<file path="config.mk">
export PLATFORM = sky130hd
export DESIGN_NAME = time_set_ctrl
export DESIGN_NICKNAME = d
export VERILOG_FILES = /design/src/rtl/clk_ui_pkg.sv /design/src/rtl/btn_debounce.sv /design/src/rtl/time_set_ctrl.sv
export SDC_FILE = /design/constraint.sdc
export NUM_CORES = 1
export LEC_CHECK = 0
export CAP_MARGIN = 0
export CORE_UTILIZATION = 42
export DETAILED_ROUTE_END_ITERATION = 7
export HOLD_SLACK_MARGIN = 0.12
export PLACE_DENSITY = 0.71
export SLEW_MARGIN = 20
export SYNTH_ARGS = -nofsm -noshare
export SYNTH_HDL_FRONTEND = slang
export SYNTH_SLANG_ARGS = --single-unit
</file>
<file path="constraint.sdc">
create_clock -name clk_50Mhz -period 5.4 [get_ports clk_50Mhz]
set_clock_uncertainty 0.1 [all_clocks]
set_input_delay 1.35 -clock clk_50Mhz [delete_from_list [all_inputs] [get_ports clk_50Mhz]]
set_output_delay 1.35 -clock clk_50Mhz [all_outputs]
set_load 0.02 [all_outputs]
</file>
<file path="src/rtl/clk_ui_pkg.sv">
// Shared types and helpers for the clock user-interface front end:
// edit FSM state encoding, BCD field limits, edit_field one-hot codes
// and saturating-free wrap-around BCD stepping.
package clk_ui_pkg;

  typedef enum logic [2:0] {
    ST_IDLE     = 3'd0,
    ST_T_HR     = 3'd1,
    ST_T_MIN    = 3'd2,
    ST_T_SEC    = 3'd3,
    ST_T_COMMIT = 3'd4,
    ST_A_HR     = 3'd5,
    ST_A_MIN    = 3'd6,
    ST_A_COMMIT = 3'd7
  } state_t;

  localparam logic [7:0] HR_MAX = 8'h23;
  localparam logic [7:0] MS_MAX = 8'h59;

  localparam logic [2:0] FIELD_NONE = 3'b000;
  localparam logic [2:0] FIELD_HR   = 3'b100;
  localparam logic [2:0] FIELD_MIN  = 3'b010;
  localparam logic [2:0] FIELD_SEC  = 3'b001;

  // One BCD step up or down with wrap at 00/max; no step when up and dn
  // are both set or both clear.
  function automatic logic [7:0] bcd_step(input logic [7:0] v,
                                          input logic [7:0] max,
                                          input logic       up,
                                          input logic       dn);
    logic [7:0] r;
    r = v;
    if (up && !dn) begin
      if (v == max)             r = 8'h00;
      else if (v[3:0] == 4'h9)  r = {v[7:4] + 4'h1, 4'h0};
      else                      r = v + 8'h01;
    end else if (dn && !up) begin
      if (v == 8'h00)           r = max;
      else if (v[3:0] == 4'h0)  r = {v[7:4] - 4'h1, 4'h9};
      else                      r = v - 8'h01;
    end
    return r;
  endfunction

endpackage

</file>
<file path="src/rtl/btn_debounce.sv">
// Push-button debouncer: two-flop synchronizer followed by a stability
// counter. The output level follows the synchronized input only after it
// has differed from the current level for DEBOUNCE_CYCLES consecutive cycles.
module btn_debounce #(
  parameter int DEBOUNCE_CYCLES = 1_000_000
) (
  input  logic clk,
  input  logic rst_n,
  input  logic i_raw,
  output logic o_level
);

  localparam int CW = (DEBOUNCE_CYCLES > 1) ? $clog2(DEBOUNCE_CYCLES) : 1;

  logic          r_sync1;
  logic          r_sync2;
  logic          r_level;
  logic [CW-1:0] r_cnt;

  // Bring the asynchronous button into the clock domain.
  // NOTE: sequential state uses non-blocking assignments so every flop samples pre-edge values.
  always_ff @(posedge clk or negedge rst_n) begin
    if (!rst_n) begin
      r_sync1 <= 1'b0;
      r_sync2 <= 1'b0;
    end else begin
      r_sync1 <= i_raw;
      r_sync2 <= r_sync1;
    end
  end

  // Accept a level change only after it has been stable long enough.
  always_ff @(posedge clk or negedge rst_n) begin
    if (!rst_n) begin
      r_level <= 1'b0;
      r_cnt   <= '0;
    end else if (r_sync2 == r_level) begin
      r_cnt <= '0;
    end else if (r_cnt == CW'(DEBOUNCE_CYCLES - 1)) begin
      r_level <= r_sync2;
      r_cnt   <= '0;
    end else begin
      r_cnt <= r_cnt + CW'(1);
    end
  end

  assign o_level = r_level;

endmodule

</file>
<file path="src/rtl/time_set_ctrl.sv">
// Button-driven time/alarm setting front end. Four debounced buttons drive
// an edit FSM that steps through BCD fields and commits with stretched
// strobes long enough for the 1 Hz logic to sample.
// Optional build macro EDIT_TIMEOUT_EN: abort an idle edit after
// TIMEOUT_CYCLES (alarm registers revert to the last committed alarm).
module time_set_ctrl
  import clk_ui_pkg::*;
#(
  parameter int DEBOUNCE_CYCLES  = 1_000_000,
  parameter int LOAD_HOLD_CYCLES = 100_000_000,
  parameter int TIMEOUT_CYCLES   = 500_000_000
) (
  input  logic       clk_50Mhz,
  input  logic       reset,
  input  logic       btn_mode,
  input  logic       btn_alarm,
  input  logic       btn_inc,
  input  logic       btn_dec,
  input  logic [7:0] cur_hours,
  input  logic [7:0] cur_minutes,
  input  logic [7:0] cur_seconds,
  output logic       load_time,
  output logic [7:0] load_hours,
  output logic [7:0] load_minutes,
  output logic [7:0] load_seconds,
  output logic       set_alarm_enable,
  output logic [7:0] set_alarm_hours,
  output logic [7:0] set_alarm_minutes,
  output logic [2:0] edit_field,
  output logic       alarm_mode
);

  localparam int HOLD_W = (LOAD_HOLD_CYCLES > 1) ? $clog2(LOAD_HOLD_CYCLES) : 1;

  if (DEBOUNCE_CYCLES < 1 || LOAD_HOLD_CYCLES < 1 || TIMEOUT_CYCLES < 1) begin : g_param_check
    $error("time_set_ctrl: cycle parameters must be at least 1");
  end

  logic [3:0]        w_raw;
  logic [3:0]        w_level;
  logic [3:0]        r_level_d;
  logic [3:0]        w_press;
  logic              w_mode;
  logic              w_alarm;
  logic              w_up;
  logic              w_dn;
  state_t            r_state;
  logic [7:0]        r_ld_h, r_ld_m, r_ld_s;
  logic [7:0]        r_al_h, r_al_m;
  logic [HOLD_W-1:0] r_hold_cnt;
  logic              w_hold_done;

  assign w_raw = {btn_dec, btn_inc, btn_alarm, btn_mode};

  for (genvar i = 0; i < 4; i++) begin : g_btn
    btn_debounce #(.DEBOUNCE_CYCLES(DEBOUNCE_CYCLES)) u_db (
      .clk     (clk_50Mhz),
      .rst_n   (reset),
      .i_raw   (w_raw[i]),
      .o_level (w_level[i])
    );
  end

  // Delay debounced levels by one cycle to turn each press into a 1-cycle pulse.
  // NOTE: the reset branch is asynchronous so strobes drop the instant reset asserts, not at the next edge.
  always_ff @(posedge clk_50Mhz or negedge reset) begin
    if (!reset) r_level_d <= '0;
    else        r_level_d <= w_level;
  end

  assign w_press = w_level & ~r_level_d;
  assign w_mode  = w_press[0];
  assign w_alarm = w_press[1];
  // inc and dec together cancel each other.
  assign w_up    = w_press[2] & ~w_press[3];
  assign w_dn    = w_press[3] & ~w_press[2];

  assign w_hold_done = (r_hold_cnt == HOLD_W'(LOAD_HOLD_CYCLES - 1));

`ifdef EDIT_TIMEOUT_EN
  localparam int TO_W = (TIMEOUT_CYCLES > 1) ? $clog2(TIMEOUT_CYCLES) : 1;

  logic [TO_W-1:0] r_to_cnt;
  logic [7:0]      r_al_cmt_h, r_al_cmt_m;
  logic            w_time_edit, w_alarm_edit, w_acted, w_timeout;

  assign w_time_edit  = (r_state == ST_T_HR) || (r_state == ST_T_MIN) || (r_state == ST_T_SEC);
  assign w_alarm_edit = (r_state == ST_A_HR) || (r_state == ST_A_MIN);
  assign w_acted      = (w_time_edit  && (w_mode  || w_up || w_dn)) ||
                        (w_alarm_edit && (w_alarm || w_up || w_dn));
  assign w_timeout    = (w_time_edit || w_alarm_edit) && !w_acted &&
                        (r_to_cnt == TO_W'(TIMEOUT_CYCLES - 1));

  // Idle counter: held at zero outside edit states and restarted by any acted-on press.
  always_ff @(posedge clk_50Mhz or negedge reset) begin
    if (!reset)                                      r_to_cnt <= '0;
    else if (!(w_time_edit || w_alarm_edit) || w_acted) r_to_cnt <= '0;
    else                                             r_to_cnt <= r_to_cnt + TO_W'(1);
  end
`endif

  // Edit FSM together with the field registers it owns.
  always_ff @(posedge clk_50Mhz or negedge reset) begin
    if (!reset) begin
      r_state    <= ST_IDLE;
      r_ld_h     <= 8'h00;
      r_ld_m     <= 8'h00;
      r_ld_s     <= 8'h00;
      r_al_h     <= 8'h00;
      r_al_m     <= 8'h00;
      r_hold_cnt <= '0;
`ifdef EDIT_TIMEOUT_EN
      r_al_cmt_h <= 8'h00;
      r_al_cmt_m <= 8'h00;
`endif
    end else begin
      case (r_state)
        ST_IDLE: begin
          r_hold_cnt <= '0;
          if (w_mode) begin
            r_ld_h  <= cur_hours;
            r_ld_m  <= cur_minutes;
            r_ld_s  <= cur_seconds;
            r_state <= ST_T_HR;
          end else if (w_alarm) begin
            r_state <= ST_A_HR;
          end
        end
        ST_T_HR: begin
          if (w_mode) r_state <= ST_T_MIN;
          else        r_ld_h  <= bcd_step(r_ld_h, HR_MAX, w_up, w_dn);
        end
        ST_T_MIN: begin
          if (w_mode) r_state <= ST_T_SEC;
          else        r_ld_m  <= bcd_step(r_ld_m, MS_MAX, w_up, w_dn);
        end
        ST_T_SEC: begin
          if (w_mode) r_state <= ST_T_COMMIT;
          else        r_ld_s  <= bcd_step(r_ld_s, MS_MAX, w_up, w_dn);
        end
        ST_A_HR: begin
          if (w_alarm) r_state <= ST_A_MIN;
          else         r_al_h  <= bcd_step(r_al_h, HR_MAX, w_up, w_dn);
        end
        ST_A_MIN: begin
          if (w_alarm) begin
            r_state <= ST_A_COMMIT;
`ifdef EDIT_TIMEOUT_EN
            r_al_cmt_h <= r_al_h;
            r_al_cmt_m <= r_al_m;
`endif
          end else begin
            r_al_m <= bcd_step(r_al_m, MS_MAX, w_up, w_dn);
          end
        end
        ST_T_COMMIT, ST_A_COMMIT: begin
          if (w_hold_done) begin
            r_hold_cnt <= '0;
            r_state    <= ST_IDLE;
          end else begin
            r_hold_cnt <= r_hold_cnt + HOLD_W'(1);
          end
        end
        default: r_state <= ST_IDLE;
      endcase
`ifdef EDIT_TIMEOUT_EN
      // An abort overrides whatever the case above decided this cycle.
      if (w_timeout) begin
        r_state <= ST_IDLE;
        if (w_alarm_edit) begin
          r_al_h <= r_al_cmt_h;
          r_al_m <= r_al_cmt_m;
        end
      end
`endif
    end
  end

  // Decode field indicator and alarm-mode flag from the state.
  // NOTE: defaults come first so no path through the case can infer a latch.
  always_comb begin
    edit_field = FIELD_NONE;
    alarm_mode = 1'b0;
    case (r_state)
      ST_T_HR:  edit_field = FIELD_HR;
      ST_T_MIN: edit_field = FIELD_MIN;
      ST_T_SEC: edit_field = FIELD_SEC;
      ST_A_HR:  begin edit_field = FIELD_HR;  alarm_mode = 1'b1; end
      ST_A_MIN: begin edit_field = FIELD_MIN; alarm_mode = 1'b1; end
      default:  ;
    endcase
  end

  assign load_time         = (r_state == ST_T_COMMIT);
  assign set_alarm_enable  = (r_state == ST_A_COMMIT);
  assign load_hours        = r_ld_h;
  assign load_minutes      = r_ld_m;
  assign load_seconds      = r_ld_s;
  assign set_alarm_hours   = r_al_h;
  assign set_alarm_minutes = r_al_m;

endmodule
</file>
After elaboration in Yosys (flattened, before gate mapping)
Index checks and enable logic that the tools add are counted.
{"block": "totals", "ff_bits": 166, "wordCells": 194, "output_inout_bits": 46, "input_bits": 30}
{"block": "classes", "bitwise_logic": 11, "n_reduce_logical": 34, "mux": 60, "add_sub_neg": 25, "eq_ne": 40}
{"cell": "8-bit two-way mux", "n": 36}
{"cell": "20-bit two-way mux", "n": 8}
{"cell": "20-bit by 1-bit adder with 20-bit output (second input constant)", "n": 4}
{"cell": "20-bit equality test (second input constant)", "n": 4}
{"cell": "27-bit one-hot mux with 2 select lines", "n": 1}
{"cell": "8-bit one-hot mux with 2 select lines", "n": 3}
{"cell": "8-bit by 1-bit adder with 8-bit output (second input constant)", "n": 5}
{"cell": "8-bit zero test", "n": 5}
{"cell": "8-bit by 1-bit subtractor with 8-bit output (second input constant)", "n": 5}
{"cell": "27-bit by 1-bit adder with 27-bit output (second input constant)", "n": 1}
{"cell": "27-bit equality test (second input constant)", "n": 1}
{"cell": "27-bit two-way mux", "n": 1}
{"cell": "8-bit by 7-bit equality test with 1-bit output (second input constant)", "n": 3}
{"cell": "3-bit two-way mux", "n": 8}
{"cell": "3-bit one-hot mux with 7 select lines", "n": 1}
{"cell": "4-bit by 1-bit adder with 4-bit output (second input constant)", "n": 5}
{"cell": "4-bit equality test (second input constant)", "n": 5}
{"cell": "4-bit zero test", "n": 5}
{"cell": "2-bit inequality test (second input constant)", "n": 10}
{"cell": "4-bit by 1-bit subtractor with 4-bit output (second input constant)", "n": 5}
{"cell": "8-bit by 6-bit equality test with 1-bit output (second input constant)", "n": 2}
{"cell": "3-bit equality test (second input constant)", "n": 4}
{"cell": "3-bit inequality test (second input constant)", "n": 4}
{"cell": "4-bit AND reduction", "n": 3}
{"cell": "other kinds (17)", "n": 41}

Longest topological paths before layout
{"block": "logic_depth", "ltp_word": 10, "ltp_mapped": 9, "ltp_nobuf": 7}

By module
Synthesis repeated with hierarchy kept, for this count alone.
{"block": "hier_totals", "hier_cells": 1219, "hier_area_um2": 10791.6}
{"module": "time_set_ctrl", "cells_per_inst": 787, "seq_area_each_um2": 1851.8, "area_per_inst_um2": 6332.3, "n_inst": 1}
{"module": "btn_debounce", "cells_per_inst": 108, "seq_area_each_um2": 575.6, "area_per_inst_um2": 1114.8, "n_inst": 4}

Worst setup path before layout
No wires, ideal clock.
{"block": "synth_timing", "path_kind": "reg-to-output", "start": "register r_state[1]", "end": "output port edit_field[0]", "path_buffers": 2, "required_ns": 3.950, "t_arrival_ns": 1.291, "path_stages_with_launch": 6, "setup_slack_ns": 2.659, "path_cell_list": "dfrtp_1 > ha_1 > buf_2 > nand2_1 > inv_1 > clkbuf_1"}
{"block": "synth_via", "elab_chain_len": 3, "word_cells_on_any_way": 8, "cone_classes": "eq/ne (5); mux (1); reduce/logical (2)"}
{"element": "start, declared", "line": "time_set_ctrl.sv:47", "source": "state_t r_state;"}
{"element": "start signal, assigned", "line": "time_set_ctrl.sv:105", "source": "r_state <= ST_IDLE;"}
{"element": "start signal, assigned", "line": "time_set_ctrl.sv:124", "source": "r_state <= ST_T_HR;"}
{"element": "start signal, assigned", "line": "time_set_ctrl.sv:126", "source": "r_state <= ST_A_HR;"}
{"element": "3-bit equality test (tied with other cells)", "line": "time_set_ctrl.sv:184", "source": "case (r_state)"}
{"element": "2-bit OR reduction (no source line)"}
{"element": "3-bit one-hot mux with 3 select lines *", "line": "time_set_ctrl.sv:184"}
{"element": "end, declared", "line": "time_set_ctrl.sv:29", "source": "output logic [2:0] edit_field,"}
Every way passes the cells marked *; elsewhere a longest branch is shown, timed or not.

Worst setup path after layout
{"block": "layout_timing", "start": "register r_state[2]", "end": "output port edit_field[0]"}
Same word-level chain as after synthesis.

==> results_tabular.tex <==
\begin{tabular}{lr}
\hline
Metric & Value \\
\hline
\multicolumn{2}{l}{\textbf{Synthesis}} \\
\quad Post-synthesis share of cell area spent on and, or, nand and nor gates & about a quarter \\
\quad Cell area after synthesis & roughly 0.011 mm2 \\
\quad Adder-Cell Fraction of Synth Area & under 10\% \\
\quad Syn\_nets & $\sim$1300 \\
\quad Register bit count reported by yosys & about 170 \\
\quad Top flip-flop cell by instance count after synthesis & sky130\_fd\_sc\_hd\_\_dfrtp\_1 \\
\quad Number of enable-type register cells in the synthesized netlist & 0 \\
\quad Commonest cells in the netlist & 166 x sky130\_fd\_sc\_hd\_\_dfrtp\_1, 149 x sky130\_fd\_sc\_hd\_\_nor2\_1, 78 x sky130\_fd\_sc\_hd\_\_nand2\_1, 65 x sky130\_fd\_sc\_hd\_\_o21ai\_0, 64 x sky130\_fd\_sc\_hd\_\_nand3\_1 \\
\quad Number of standard cells after synthesis & 1203 \\
\quad Most common cell in the netlist & sky130\_fd\_sc\_hd\_\_dfrtp\_1 \\
\quad Main combinational cell family by area after synthesis & simple AND/OR/NAND/NOR gates \\
\quad Number of distinct library cells after synthesis & between 70 and 80 \\
\quad Mean post-synth cell area & about 9 um2 \\
\quad Synthesized-area fraction occupied by xor and xnor cells & between 7 and 8\% \\
\quad Share of the synthesized area in the top cell type & between 30 and 40\% \\
\quad Top cell type by total area after synthesis & sky130\_fd\_sc\_hd\_\_dfrtp\_1 \\
\quad Sequential area share after synthesis & a little under 40\% \\
\quad Synthesized-area fraction occupied by ao, oa, aoi and oai cells & $\sim$17\% \\
\quad Largest cells by area after synthesis & sky130\_fd\_sc\_hd\_\_dfrtp\_1 39\%, sky130\_fd\_sc\_hd\_\_ha\_1 5.6\%, sky130\_fd\_sc\_hd\_\_nor2\_1 5.2\% \\
\quad Yosys synthesis warning count & 0 \\
\quad Share of async-settable or async-resettable flops after synthesis & 100\% \\
\quad Multiplexer share of the synthesized area & between 2 and 2.5\% \\
\multicolumn{2}{l}{\textbf{Floorplan}} \\
\quad Core Area & approximately 0.025 mm2 \\
\quad Count of pins on the block boundary & 76 \\
\quad Die Span X & 162 um \\
\quad Row count & 58 \\
\quad Initial core utilization & about 43\% \\
\quad Total Die Area & about 0.026 mm2 \\
\quad Y dimension of the die & around 160 um \\
\multicolumn{2}{l}{\textbf{Timing}} \\
\quad Accumulated negative setup slack & 0 ps \\
\quad Number of pins exceeding their max-slew limit in the final report & 0 \\
\quad Finish-stage setup viols & 0 \\
\quad Worst hold margin & approximately 250 ps \\
\quad Setup slack of the critical path after layout & about 1400 ps \\
\quad Peak clock frequency supported by timing & about 250 MHz \\
\quad Crit path time final & about 4000 ps \\
\quad Final hold violation count & 0 \\
\quad Share of the cycle needed by the critical path after routing & 74.0\% \\
\quad Worst-margin pin slew & between 900 and 1000 ps \\
\quad Worst max-slew margin expressed relative to the limit & 33.7\% \\
\quad RSZ-0062 raised after global routing & false \\
\multicolumn{2}{l}{\textbf{Clock tree}} \\
\quad Number of buffers inserted during clock tree synthesis & 17 \\
\quad Depth of the CTS H-tree & 4 \\
\quad Post-CTS Setup Repair Bufs & 0 \\
\quad Clock latency of the later-clocked register in the worst-skew pair & 430 ps \\
\quad Longest Clk Path Bufs & 2 \\
\quad Number of buffers added to fix hold violations after cts & 0 \\
\quad TritonCTS sink count & 166 \\
\quad CTS tree & built \\
\quad Post-cts repair resize count & 0 \\
\quad Worst-path clk slew & 70 ps \\
\quad Cell at the root of the clock tree & sky130\_fd\_sc\_hd\_\_clkbuf\_16 \\
\multicolumn{2}{l}{\textbf{Route}} \\
\quad Count of unresolved DRC violations after routing & 0 \\
\quad Detail-routed via count per cell & between 5 and 6 \\
\quad Final wirelength & roughly 25000 um \\
\quad Initial detailed-routing violation count & between 700 and 800 \\
\quad Routed length per instance & 15.9 um \\
\quad Antenna-violating nets left & 0 \\
\quad Number of optimization iterations in the first detailed-route pass & 5 \\
\quad Via Count & 9122 \\
\multicolumn{2}{l}{\textbf{Finish}} \\
\quad Fin cells & $\sim$1600 \\
\quad Total number of nets in the final design & between 1000 and 1500 \\
\quad Antenna cells & 0 \\
\quad Utilization of the core after routing & between 40\% and 50\% \\
\quad Fraction of final layout cells sized beyond drive strength 1 & between 5 and 6\% \\
\quad Area grow syn2layout & 14.2\% \\
\quad Filler Cells Inserted & 2358 \\
\quad Post-route design area & roughly 0.012 mm2 \\
\multicolumn{2}{l}{\textbf{Setup path}} \\
\quad Startpoint type of the worst setup path & flop \\
\quad Logic depth of the worst register-to-register path & 7 \\
\quad Critical Path AT & 2550 ps \\
\quad Kind of capture point of the worst setup path & primary output \\
\quad Worst reg2reg path endpoint & load\_minutes[4] \\
\quad CP Class & flop to primary output \\
\quad Largest driver fanout on the critical path & 22 \\
\quad Reg2Reg Setup Slack & roughly 2500 ps \\
\quad Data required time of the worst path & roughly 4000 ps \\
\quad RR Startpoint & r\_state[0] \\
\multicolumn{2}{l}{\textbf{Place}} \\
\quad Routability congestion estimate & 0.895 \\
\quad Final HPWL DP & approximately 17000 um \\
\quad Place WS & roughly 1900 ps \\
\quad Cell count after placement & around 1600 \\
\quad Total cell area at the placement stage & about 0.012 mm2 \\
\quad Number of buffers added on ports & 75 \\
\multicolumn{2}{l}{\textbf{Worst hold path}} \\
\quad Startpoint of the lowest-slack hold path & g\_btn[2].u\_db.r\_sync1 \\
\quad Endpoint with the worst hold slack & g\_btn[2].u\_db.r\_sync2 \\
\quad Hold path depth & 0 \\
\quad Hold Path Class & flop to flop \\
\multicolumn{2}{l}{\textbf{Flow run}} \\
\quad Max cap viols & 0 \\
\multicolumn{2}{l}{\textbf{Global route}} \\
\quad Total GRT Usage & about a fifth \\
\quad Global-route congestion overflow total & 0 \\
\quad Number of global-route vias before repair & between 8000 and 9000 \\
\quad Number of antenna violations at the first check in global routing & 0 \\
\quad Wire length of the first global-routing pass & 42300 um \\
\quad Maximum number of pins on one net before global-route repair & 102 \\
\multicolumn{2}{l}{\textbf{Pwr}} \\
\quad Power after layout & approximately 2.6 mW \\
\quad Static leakage & roughly 5.0 nW \\
\quad Power per cell area & 212 mW/mm2 \\
\quad Worst IR drop on VDD & between 150 and 200 uV \\
\multicolumn{2}{l}{\textbf{Outcome}} \\
\quad Status & complete, no violations \\
\hline
\end{tabular}
## registers in the layout (all words and copies together), names as in the netlist
| register | cells |
|---|---|
| r_level_d | 4 |
| g_btn.u_db.r_sync2 | 4 |
| load_hours | 8 |
| set_alarm_minutes | 8 |
| set_alarm_hours | 8 |
| r_state | 3 |
| g_btn.u_db.r_sync1 | 4 |
| load_seconds | 8 |
| g_btn.u_db.o_level | 4 |
| load_minutes | 8 |
| g_btn.u_db.r_cnt | 80 |
| r_hold_cnt | 27 |
## worst max-delay path: stages, from the launching register on
cell and delay (ps):
sky130_fd_sc_hd__dfrtp_1 610, sky130_fd_sc_hd__inv_1 270, sky130_fd_sc_hd__nand2_1 190, sky130_fd_sc_hd__inv_1 370
sky130_fd_sc_hd__clkdlybuf4s50_1 680
## where the power goes
| part | internal (mW) | switching [mW] |
|---|---|---|
| clock network | 0.694 | 0.545 |
| logic | 0.0331 | 0.0500 |
| registers | 1.25 | 0.0114 |
## cells in the final DEF (no fill, tap or decap), drive strengths merged, types with 7 or more instances in the layout
cell,synthesis,routed
nor2,149,149
xor2,46,46
nand2b,21,21
ha,48,48
a21oi,59,59
o22ai,9,9
nand3b,7,7
o211ai,10,10
o31ai,16,16
mux2i,10,10
clkdlybuf4s50,0,74
dfrtp,166,166
a31oi,29,29
and2,10,10
nor4,17,17
o21ai,66,66
nor3b,11,11
nand4,35,35
nor3,25,25
clkbuf,30,17
mux2,12,12
a211oi,16,16
nor2b,7,7
or2,9,9
nor4b,8,8
inv,43,50
and4,10,10
nand3,64,64
xnor2,40,40
and3,24,24
nand2,78,78
or3,8,8
## routing by layer
| layer | vias up | global-route usage, % | wire length [um] |
|---|---|---|---|
| li1 | 4455 | - | - |
| met1 | 4370 | 27.1 | 11600 |
| met2 | 268 | 31.8 | 11800 |
| met3 | 29 | 3.85 | 1370 |
| met4 | 0 | 5.87 | 367 |
| met5 | - | 0 | 0 |
## area by class of cell
| type | instances | area, um2 | area share (%) |
|---|---|---|---|
| flip-flops and latches | 166 | 4150 | 34.0 |
| clock inverters | 14 | 165 | 1.35 |
| well taps | 330 | 413 | 3.38 |
| inverters | 43 | 161 | 1.32 |
| multi-input cells | 933 | 6080 | 49.8 |
| clock buffers | 17 | 425 | 3.48 |
| repair buffers | 79 | 815 | 6.67 |
## cells by family after synthesis
group	after synthesis
AND/OR/NAND/NOR	502
AO/OA/AOI/OAI	275
flip-flops	166
buffers and inverters	104
XOR/XNOR	86
adder cells (fa/ha/maj)	48
multiplexers	22
## worst max path at each step
| stage | startpoint | to | slack [ps] | depth (start not counted) |
|---|---|---|---|---|
| 3_5_place_dp | r_state[2] | edit_field[0] | 1890 | 4 |
| 2_1_floorplan | r_state[1] | edit_field[0] | 2660 | 5 |
| 6_report | r_state[2] | edit_field[0] | 1400 | 4 |
| 5_1_grt | r_state[2] | edit_field[0] | 1280 | 4 |
| 3_3_place_gp | r_state[2] | edit_field[0] | 1920 | 4 |
| 4_1_cts | r_state[2] | edit_field[0] | 1420 | 4 |
Note: power is estimated with default switching activity, not from simulation.
